===== config.mk =====
export PLATFORM = sky130hd
export DESIGN_NAME = panel_clock_ctrl
export DESIGN_NICKNAME = d
export VERILOG_FILES = /design/src/rtl/panel_clock_ctrl.sv
export SDC_FILE = /design/constraint.sdc
export NUM_CORES = 1
export LEC_CHECK = 0
export CAP_MARGIN = 20
export CORE_MARGIN = 2
export CORE_UTILIZATION = 35
export CTS_CLUSTER_SIZE = 24
export DETAILED_ROUTE_END_ITERATION = 10
export PLACE_DENSITY_LB_ADDON = 0.3
export RECOVER_POWER = 100
export SKIP_LAST_GASP = 1
export SLEW_MARGIN = 20
export SYNTH_ARGS = -nofsm -noshare
export SYNTH_HDL_FRONTEND = slang
export SYNTH_SLANG_ARGS = --single-unit

===== constraint.sdc =====
create_clock -name clock -period 1.7 [get_ports clock]
set_input_delay 0.17 -clock clock [delete_from_list [all_inputs] [get_ports clock]]
set_output_delay 0.17 -clock clock [all_outputs]
set_load 0.005 [all_outputs]

===== src/rtl/panel_clock_ctrl.sv =====
// panel_clock_ctrl: SAP front-panel run/step/clear clock-enable controller with status lamps
module panel_clock_ctrl #(
  parameter int SLOW_DIV = 500,
  parameter int FAST_DIV = 5
) (
  input  logic clock,
  input  logic reset,
  input  logic run_rise,
  input  logic step_rise,
  input  logic clear_rise,
  input  logic fast,
  input  logic halt,
  output logic cpu_clken,
  output logic cpu_clr,
  output logic running,
  output logic halted
);
  localparam int CW = $clog2(SLOW_DIV);
  typedef enum logic [1:0] {STOPPED, RUNNING, HALTED} state_t;
  state_t state, state_n;
  logic [CW-1:0] cnt, cnt_n, last;
  logic clken_n, clr_n;
  assign last = fast ? CW'(FAST_DIV - 1) : CW'(SLOW_DIV - 1);
  // state, divider and every output are registered; reset clears them without a clock
  always_ff @(posedge clock or posedge reset) begin
    if (reset) begin
      state     <= STOPPED;
      cnt       <= '0;
      cpu_clken <= 1'b0;
      cpu_clr   <= 1'b0;
      running   <= 1'b0;
      halted    <= 1'b0;
    end else begin
      state     <= state_n;
      cnt       <= cnt_n;
      cpu_clken <= clken_n;
      cpu_clr   <= clr_n;
      running   <= state_n == RUNNING;
      halted    <= state_n == HALTED;
    end
  end
  // next state with priority clear > halt > run > step; halt is masked while cpu_clr is high
  // because the CPU HLT register only clears one cycle after the clear pulse
  always_comb begin
    state_n = state;
    cnt_n   = '0;
    clken_n = 1'b0;
    clr_n   = 1'b0;
    if (clear_rise) begin
      state_n = STOPPED;
      clr_n   = 1'b1;
    end else if (halt && state != HALTED && !cpu_clr) begin
      state_n = HALTED;
    end else if (state == STOPPED) begin
      if (run_rise) state_n = RUNNING;
      else clken_n = step_rise;
    end else if (state == RUNNING) begin
      if (run_rise) state_n = STOPPED;
      else if (cnt >= last) clken_n = 1'b1;
      else cnt_n = cnt + 1'b1;
    end
  end
endmodule

==> Yosys cells after proc, flatten, opt, wreduce, memory -nomap -nowiden <==
Cells that the tools add are included.
{ "totals": {"reg_bits": 15, "inputBits": 7, "output_inout_bits": 4, "word_cells": 37} }
{ "classes": {"add_sub_neg": 1, "magnitude_cmp": 1, "n_eq_ne": 4, "mux": 21, "n_reduce_logical": 4} }
{ "ops": {"columns": ["op", "count"], "rows": [
  ["9-bit 2-to-1 mux", 7],
  ["2-bit 2-to-1 mux", 6],
  ["9-bit by 1-bit adder with 9-bit output (second input constant)", 1],
  ["9-bit >= comparator", 1],
  ["1-bit 2-to-1 mux", 8],
  ["2-bit by 1-bit == test with 1-bit output (second input constant)", 2],
  ["2-bit == test (second input constant)", 1],
  ["1-bit logical AND", 2],
  ["2-bit zero test", 1],
  ["2-bit inequality test (second input constant)", 1],
  ["1-bit zero test", 1]
]} }

==> Longest topological paths before layout <==
Gate-level depths: netlist of run 1.
{ "logic_depth": {"ltp_word": 8, "mapped_depth": 7, "mapped_depth_nobuf": 6} }

==> Worst setup path after synthesis of run 1 <==
OpenSTA, ideal clock, no wires.
{ "synth_timing": {"path_kind": "register to register", "start": "reg cnt[7]", "end": "reg cpu_clken", "setup_time_ns": 0.129, "t_arrival_ns": 1.606, "required_ns": 1.571, "slack_ns": -0.035, "stages_incl_launch_ff": 7, "n_path_buf": 1, "period_less_slack_ns": 1.735, "path_cell_list": "dfrtp_1 > ha_1 > and4_4 > nor2b_1 > a221o_1 > buf_6 > nor3b_2"} }
{ "synth_via": {"elab_chain_cells": 7} }
{ "synth_lines": {"columns": ["item", "line", "text"], "rows": [
  ["start, declared", "21", "logic [CW-1:0] cnt, cnt_n, last;"],
  ["start signal, assigned", "35", "cnt <= cnt_n;"],
  ["9-bit >= comparator", "59", "else if (cnt >= last) clken_n = 1'b1;"],
  ["1-bit 2-to-1 mux", "59", null],
  ["1-bit 2-to-1 mux", "58", "if (run_rise) state_n = STOPPED;"],
  ["1-bit 2-to-1 mux", "57", "end else if (state == RUNNING) begin"],
  ["1-bit 2-to-1 mux", "54", "end else if (state == STOPPED) begin"],
  ["1-bit 2-to-1 mux", "52", "end else if (halt && state != HALTED && !cpu_clr) begin"],
  ["1-bit 2-to-1 mux", "49", "if (clear_rise) begin"],
  ["named net clken_n", "22", "logic clken_n, clr_n;"],
  ["end signal, assigned", "36", "cpu_clken <= clken_n;"],
  ["end, declared", "13", "output logic cpu_clken,"]
]} }
The timed path passes the listed nets, and every way through them passes these cells.

==> Worst setup path in the final report of run 1 <==
{ "layout_timing": {"start": "reg cnt[8]", "end": "reg cnt[2]"} }
{ "layout_via": {"elab_chain_cells": 7} }
{ "layout_lines": {"columns": ["item", "line"], "rows": [
  ["9-bit >= comparator", "59"],
  ["9-bit 2-to-1 mux", "59"],
  ["9-bit 2-to-1 mux", "58"],
  ["9-bit 2-to-1 mux", "57"],
  ["9-bit 2-to-1 mux", "54"],
  ["9-bit 2-to-1 mux", "52"],
  ["9-bit 2-to-1 mux", "49"],
  ["named net cnt_n[2]", "21"]
]} }
The timed path passes the listed nets, and every way through them passes these cells.

==> reports/results.tsv, run 1 <==
stage	metric	value	unit
run_status	outcome	finished with violations	
run_status	violations	setup timing	
yosys	ys.flop_type	dfrtp_1	
yosys	synth_edf_count	0	
die	dieArea	2920	um2
power_and_ir_drop	fin_total_pwr	0.671	mW
drt	vias_per_cell	4.75	
clock_tree	htreeDepth	1	
timing	clock.fmax	0.561	GHz
die	core_area	2430	um2
timing	finalMaxSlewViolations	0	
timing	hold_viol_final	0	
clock_tree	cts_tree	built	
clock_tree	cts.clk_slew.worst_paths	0.09	ns
yosys	avgSynthCellArea	10.9	um2
timing	max_slew_margin	60.8	%
worst_setup_path	critPathRequiredTime	1.90	ns
power_and_ir_drop	leakage	0.501	nW
place	dpl.hpwl	1.28	mm
yosys	ys_warn_count	0	
yosys	yosysSeqAreaShare	42.9	%
global_route	grt_pass1_wl	2.72	mm
clock_tree	cts-root-buf	clkbuf_4	
die	start_util	36.0	%
global_route	overflow	0	
timing	worstMarginPinSlew	0.588	ns
power_and_ir_drop	powerDensity	583	nW/um2
drt	drc	0	
global_route	antenna_found_initial	0	
worst_setup_path	path_class	flop to flop	
yosys	synth_seq_cells	15	
timing	post-route-min-period	1.78	ns
yosys	synth_nets	96	
power_and_ir_drop	ir_drop	584	uV
yosys	synth_cell_types	24	
layout	nNetsFinal	125	
global_route	grt_max_degree	16	
die	die_x	54.0	um
worst_setup_path	cp_max_fo	9	
die	io-pin-count	11	
place	portBuffers	10	
layout	area_growth	31.4	%
layout	num_antenna_cells	0	
clock_tree	clk-insertion-delay-late	0.28	ns
yosys	async_flop_share	100	%
flow_run	maxCapViolations	0	
worst_setup_path	start_kind	flop	
drt	wl_per_cell	12.0	um
global_route	grtUsageTotal	13.2	%
clock_tree	hold_buffers	0	
clock_tree	ctsLongestPathBuffers	2	
place	place.gp.congestion	0.767	
die	die_y	54.0	um
timing	clock_skew	0.00774	ns
timing	setup_violations	9	
timing	period_share	105	%
worst_setup_path	cp-end-kind	flop	
drt	vias	656	
timing	setup_ws	-0.0832	ns
die	rows	18	
worst_setup_path	crit_arrival	1.98	ns
drt	totalWireLength	1.66	mm
min_path	holdCritPathClass	primary input to async pin	
global_route	grt_pass1_vias	623	
clock_tree	cts.sinks	15	
drt	ant_nets	0	
layout	fin_util	47.3	%
timing	rsz0062_at_grt	true	
drt	first_iter_violations	4	
drt	drt_pass1_iterations	3	
clock_tree	numCtsBuffers	3	
yosys	synthesis.area	876	um2
yosys	syn_inst	80	
layout	drive_gt1_share	27.8	%
## where the power goes
part           internal [mW]  switching, mW
clock network         0.0909          0.105
logic                 0.0505         0.0517
registers              0.366        0.00607
total                  0.508          0.163
## cells in the final DEF (no fill, tap or decap)
| master | count |
|---|---|
| clkbuf_1 | 2 |
| xor2_1 | 1 |
| xnor2_1 | 7 |
| nor3_2 | 9 |
| or4_1 | 1 |
| inv_1 | 7 |
| dfrtp_1 | 15 |
| a211oi_2 | 1 |
| dlygate4sd3_1 | 5 |
| nand4_1 | 1 |
| nor2_1 | 6 |
| a21oi_1 | 1 |
| and4_4 | 1 |
| nor4_1 | 1 |
| nor3b_2 | 1 |
| nand4b_1 | 1 |
| buf_12 | 1 |
| clkbuf_4 | 3 |
| dlygate4sd2_1 | 1 |
| o21bai_1 | 1 |
| buf_4 | 14 |
| nor2b_1 | 4 |
| a221o_1 | 1 |
| ha_1 | 9 |
| o2111ai_1 | 1 |
| nand3_1 | 3 |
| clkdlybuf4s50_1 | 4 |
| nor3_1 | 3 |
| nand2_1 | 3 |
## final cells by class
cell class              count  area [um2]
inverters                   7        26.3
repair buffers             26         228
well taps                  30        37.5
clock buffers               4        26.3
flip-flops and latches     15         375
multi-input cells          56         458
fillers                   243        1280
## metal layers
metal | up-vias | part of all wire (%) | track usage (%)
met1 | 311 | 47 | 17.2
li1 | 334 | - | -
met5 | - | 0 | 0
met2 | 9 | 49 | 20.9
met4 | 0 | 0.72 | 6.25
met3 | 2 | 3.5 | 2.78
## logic make-up (layout without fill, tap and decap cells)
logic type                 after synthesis  in the layout  synth area share (%)
and+or+nand+nor                         34             34                  26.4
adders and majority gates                9              9                  12.9
xor gates and xnor gates                 8              8                  8.00
DFF                                     15             15                  42.9
AOI/OAI and AO/OA                        5              5                  5.00
buffers and inverters                    9             37                  4.86
## registers in the layout (all words and copies together), names as in the netlist
name and cells:
state 2, cpu_clr 1, running 1, halted 1, cpu_clken 1, cnt 9
## critical path, stage by stage (launching register included)
cell	delay (ns)
dfrtp_1	0.39
ha_1	0.29
and4_4	0.19
nor2b_1	0.12
a221o_1	0.37
buf_12	0.17
nor3_2	0.17
## synth_stat cells (all sizes together), types with 2 or more instances
| cell type | n | area (um2) |
|---|---|---|
| inv | 7 | 26.3 |
| dfrtp | 15 | 375 |
| nor2b | 4 | 25.0 |
| nand2 | 3 | 11.3 |
| ha | 9 | 113 |
| xnor2 | 7 | 61.3 |
| nand3 | 3 | 15.0 |
| buf | 2 | 16.3 |
| nor2 | 6 | 22.5 |
| nor3 | 12 | 105 |
## metrics by stage
stage | TNS, ns | hold WS [ns] | std cells | setup slack (ns) | instance area, um2
after floorplan | 0 | 0.0715 | 80 | 0.00170 | 876
after global placement | -4.45 | 0.484 | 131 | -0.472 | 1110
after detailed placement | -5.12 | 0.493 | 131 | -0.535 | 1110
after CTS | -0.638 | 0.254 | 137 | -0.0878 | 1150
after global routing | -1.24 | 0.439 | 138 | -0.156 | 1150
final | -0.587 | 0.381 | 138 | -0.0832 | 1150
## path summary, 6_finish.rpt
check | slack, ns | end | from | cells after the start
worst max-delay path | -0.08 | cnt[2] | cnt[8] | 6
worst min-delay path | 0.38 | cnt[8] | reset | 2
worst max register to register | -0.08 | cnt[2] | cnt[8] | 6
worst min register to register | 0.49 | running | state[1] | 1
max in group asynchronous | 0.93 | cnt[2] | reset | 2
min in group clock | 0.49 | running | state[1] | 1
## repair_timing
item / CTS / global route
buffers inserted: 2 / 1
gates cloned: 0 / 0
setup endpoints to repair: 10 / 10
resized for setup: 1 / 0
(Power assumes the default switching activity.)
==> run 2, diff against run 1 <==
- ABC_CLOCK_PERIOD_IN_PS: not set -> 1700
==> results of run 2 <==
The final DEF is identical to that of run 1; final timing and power are the same.
==> RTL change 1, RTL diff (flow settings as in run 2) <==
Register the output `halted` once more; this adds one clock of latency there. The other outputs are not delayed to match.
--- a/src/rtl/panel_clock_ctrl.sv
+++ b/src/rtl/panel_clock_ctrl.sv
@@ -18,4 +18,6 @@
   localparam int CW = $clog2(SLOW_DIV);
   typedef enum logic [1:0] {STOPPED, RUNNING, HALTED} state_t;
+
+  logic halted_s0;
   state_t state, state_n;
   logic [CW-1:0] cnt, cnt_n, last;
@@ -30,5 +32,5 @@
       cpu_clr   <= 1'b0;
       running   <= 1'b0;
-      halted    <= 1'b0;
+      halted_s0 <= 1'b0;
     end else begin
       state     <= state_n;
@@ -37,5 +39,5 @@
       cpu_clr   <= clr_n;
       running   <= state_n == RUNNING;
-      halted    <= state_n == HALTED;
+      halted_s0 <= state_n == HALTED;
     end
   end
@@ -61,3 +63,7 @@
     end
   end
+  always_ff @(posedge clock) begin
+    halted <= halted_s0;
+  end
+
 endmodule
Check against the original RTL: not equivalent (Yosys sat finds a counterexample within 4 cycles, from zero or initial values and one cycle with reset high).
==> RTL change 1 against run 2 <==
The flow still finishes with violations (negative setup slack). Worst setup slack improved by 0.049 ns. Sequential power increased by 7.0%. Cell count increased by 0.72%. Combinational power increased by 9.8%. Critical path depth unchanged. Design area increased by 7.6%. Area after synthesis increased by 2.3%. Wire length increased by 5.6%. Sequential cell count increased by 1. Total power increased by 13%. Hold slack got worse by 0.029 ns. Highest routed layer unchanged.
==> RTL change 1: results (changes against run 2) <==
[critical_path]
worstPathMaxFanout=5  ; was 9

[placed_design]
place_ws_ns=-0.509  ; was -0.535 ns
place_congestion=0.767  ; about the same

[layout]
clkCellAreaFrac_pct=2.93  ; was 2.28%
buf_share_pct=17.9  ; was 19.8%
fillers=235  ; was 243
seq_cells=16  ; was 15
nets=126  ; was 125
seq_share_pct=31.9  ; was 32.6%
multi_input_area_share_pct=42.1  ; was 39.8%

[worst_hold_path]
hold_path_class=register to register  ; was primary input to async pin

[synth]
synth_compound_area_share_pct=4.89  ; was 5.00%
synth_fp_nets=97  ; was 96
yosys-top-cells-area=dfrtp_1, ha_1, nor3_2  ; unchanged
async_flop_share_pct=93.8  ; was 100%
synth_xor_area_share_pct=7.82  ; was 8.00%
synthDistinctLibCells=25  ; was 24
synthAdderAreaFrac_pct=12.6  ; was 12.9%
ys_seq_area_share_pct=44.1  ; was 42.9%

[sta]
setup_slack_ns=-0.0343  ; was -0.0832 ns
tns_ns=-0.118  ; was -0.587 ns
finalSetupViolCount=6  ; was 9
slew_headroom_pct=62.4  ; was 60.8%
finClkSkew_ns=0.0113  ; was 0.00774 ns

[pwr]
power_switching_uw=182  ; was 163 uW
irDropWorstVdd_v=0.000542  ; was 0.000584 V
leakagePower_uw=0.000502  ; was 0.000501 uW
p_seq_uw=398  ; was 372 uW
pg_comb_uw=112  ; was 102 uW

[drt]
drt_iter0_drc=0  ; was 4
detail_route.wl_per_cell_um=12.6  ; was 12.0 um
dr.pass1.iters=1  ; was 3

[global_route]
grtUsageTotal_pct=14.5  ; was 13.2%
grt_pass1_wl_mm=2.97  ; was 2.72 mm

[cts]
cts_resized=9  ; was 1
post-cts-setup-buffers=0  ; was 2

[run_status]
failed_checks=negative setup slack  ; unchanged
status=complete, but fails checks  ; unchanged

RTL change 1: worst reg2reg max path, cell delays in order, from the launching register on:
cell and delay (ns):
dfrtp_1 0.39, ha_1 0.27, and4_4 0.19, nor2b_4 0.12, a221o_1 0.36, buf_6 0.15, nor3_2 0.17
RTL change 1: layer usage:
layer | GRT usage [%] | wire length [um] | vias to the layer above
li1 | - | - | 338
met1 | 17.1 | 765 | 309
met2 | 25.8 | 919 | 10
met3 | 1.91 | 57 | 2
met4 | 6.25 | 6 | 0
met5 | 0 | 0 | -
RTL change 1: stage by stage:
| stage | instances | utilization (%) | total power [uW] | hold WS, ns |
|---|---|---|---|---|
| floorplan | 81 | - | 459 | 0.0715 |
| global placement | 133 | 45.7 | 506 | 0.337 |
| detailed placement | 133 | 45.7 | 509 | 0.333 |
| CTS | 138 | 49.4 | 771 | 0.253 |
| global route | 139 | 50.5 | 800 | 0.368 |
| finish | 139 | 50.5 | 758 | 0.351 |
==> RTL change 2, RTL diff (settings of run 2) <==
Without the edit above. Change the parameter `SLOW_DIV` from 500 to 1000.
--- a/src/rtl/panel_clock_ctrl.sv
+++ b/src/rtl/panel_clock_ctrl.sv
@@ -1,5 +1,5 @@
 // panel_clock_ctrl: SAP front-panel run/step/clear clock-enable controller with status lamps
 module panel_clock_ctrl #(
-  parameter int SLOW_DIV = 500,
+  parameter int SLOW_DIV = 1000,
   parameter int FAST_DIV = 5
 ) (
Function: same outputs for any inputs over 10 cycles, from zero or initial values and one cycle with reset high; that may be too few to reach the edited logic, so the function may still have changed.
==> RTL change 2 against run 2 <==
Sequential cell count grew 1. Combinational power shrank 24%. Wire length shrank 0.72%. Worst setup slack gained 0.13 ns. Total power grew 7.4%. Hold slack lost 0.015 ns. Sequential power grew 6.7%. Design area grew 2.5%. Area after synthesis grew 8.0%. Non-clock buffer count shrank 7. Critical endpoint is now cpu_clken. Largest cell class unchanged.
==> RTL change 2: results (changes against run 2) <==
[run_status]
status=completed  ; was complete, but fails checks

[global_route]
grt_start_max_net_pins=17  ; was 16
grt_use_met1_pct=13.1  ; was 17.2%
grtUsageTotal_pct=11.9  ; was 13.2%
use_met2_pct=21.0  ; was 20.9%
grt_pass1_vias=701  ; was 623
grt_pass1_wl_mm=2.97  ; was 2.72 mm

[critical_path]
slowest_delay_ns=0.42  ; was 0.39 ns
r2r_slack_ns=0.05  ; was -0.08 ns
worstPathMaxFanout=4  ; was 9
r2r_start=cnt[5]  ; was cnt[8]
cpLargestDelayFamily=compound AO/OA/AOI/OAI gates  ; was simple AND/OR/NAND/NOR gates
cp-endpoint=cpu_clken  ; was cnt[2]

[drt]
met3_length_um=60  ; was 58 um
drt_iter0_drc=10  ; was 4
detailroute.wirelength.met2_um=815  ; was 809 um

[synth]
synth_compound_area_share_pct=7.94  ; was 5.00%
syn-instance-count=86  ; was 80
yosys-top-cells-area=dfrtp_1, ha_1, nor3_2  ; unchanged
synth_fp_nets=101  ; was 96
ys_seq_area_share_pct=42.3  ; was 42.9%
synth_commonest_cells=dfrtp_1, nor3_2, ha_1, xnor2_1  ; was dfrtp_1, ha_1, nor3_2, inv_1, xnor2_1
synthAdderAreaFrac_pct=10.6  ; was 12.9%

[sta]
finClkSkew_ns=0.00842  ; was 0.00774 ns
tightestPinTransition_ns=0.572  ; was 0.588 ns
whs_ns=0.366  ; was 0.381 ns

[placed_design]
place_ws_ns=-0.322  ; was -0.535 ns
hpwl_mm=1.36  ; was 1.28 mm
dp.cells=133  ; was 131

[layout]
nets=123  ; was 125
final_layout_size_suffix_gt1_share_pct=23.4  ; was 27.8%
fillers=244  ; was 243
reg.largest.list=cnt x10, state x2  ; was cnt x9, state x2
fin_cells=137  ; was 138

RTL change 2: cell count changes in the layout (fill, tap and decap cells not counted), moves of 2 or more:
cell | before | now
o21a_1 | 0 | 2
nor4_1 | 1 | 3
ha_1 | 9 | 7
buf_4 | 14 | 7
RTL change 2: cells by family after synthesis:
group	Yosys count
AND/OR/NAND/NOR	36
flip-flops	16
AO/OA/AOI/OAI	9
XOR/XNOR	9
buffers and inverters	8
adder cells (fa/ha/maj)	8
RTL change 2: report_power, final:
group	internal (uW)	total, uW	switching, uW
Combinational	41.3	77.4	36.1
Sequential	390	397	6.61
Clock	130	247	116
RTL change 2: layout make-up:
type                    instances  area (um^2)  share of cell area [%]
multi-input cells              62          513                    43.5
clock buffers                   4         36.3                    3.08
flip-flops and latches         16          400                    33.9
well taps                      30         37.5                    3.18
repair buffers                 19          170                    14.4
inverters                       6         22.5                    1.91
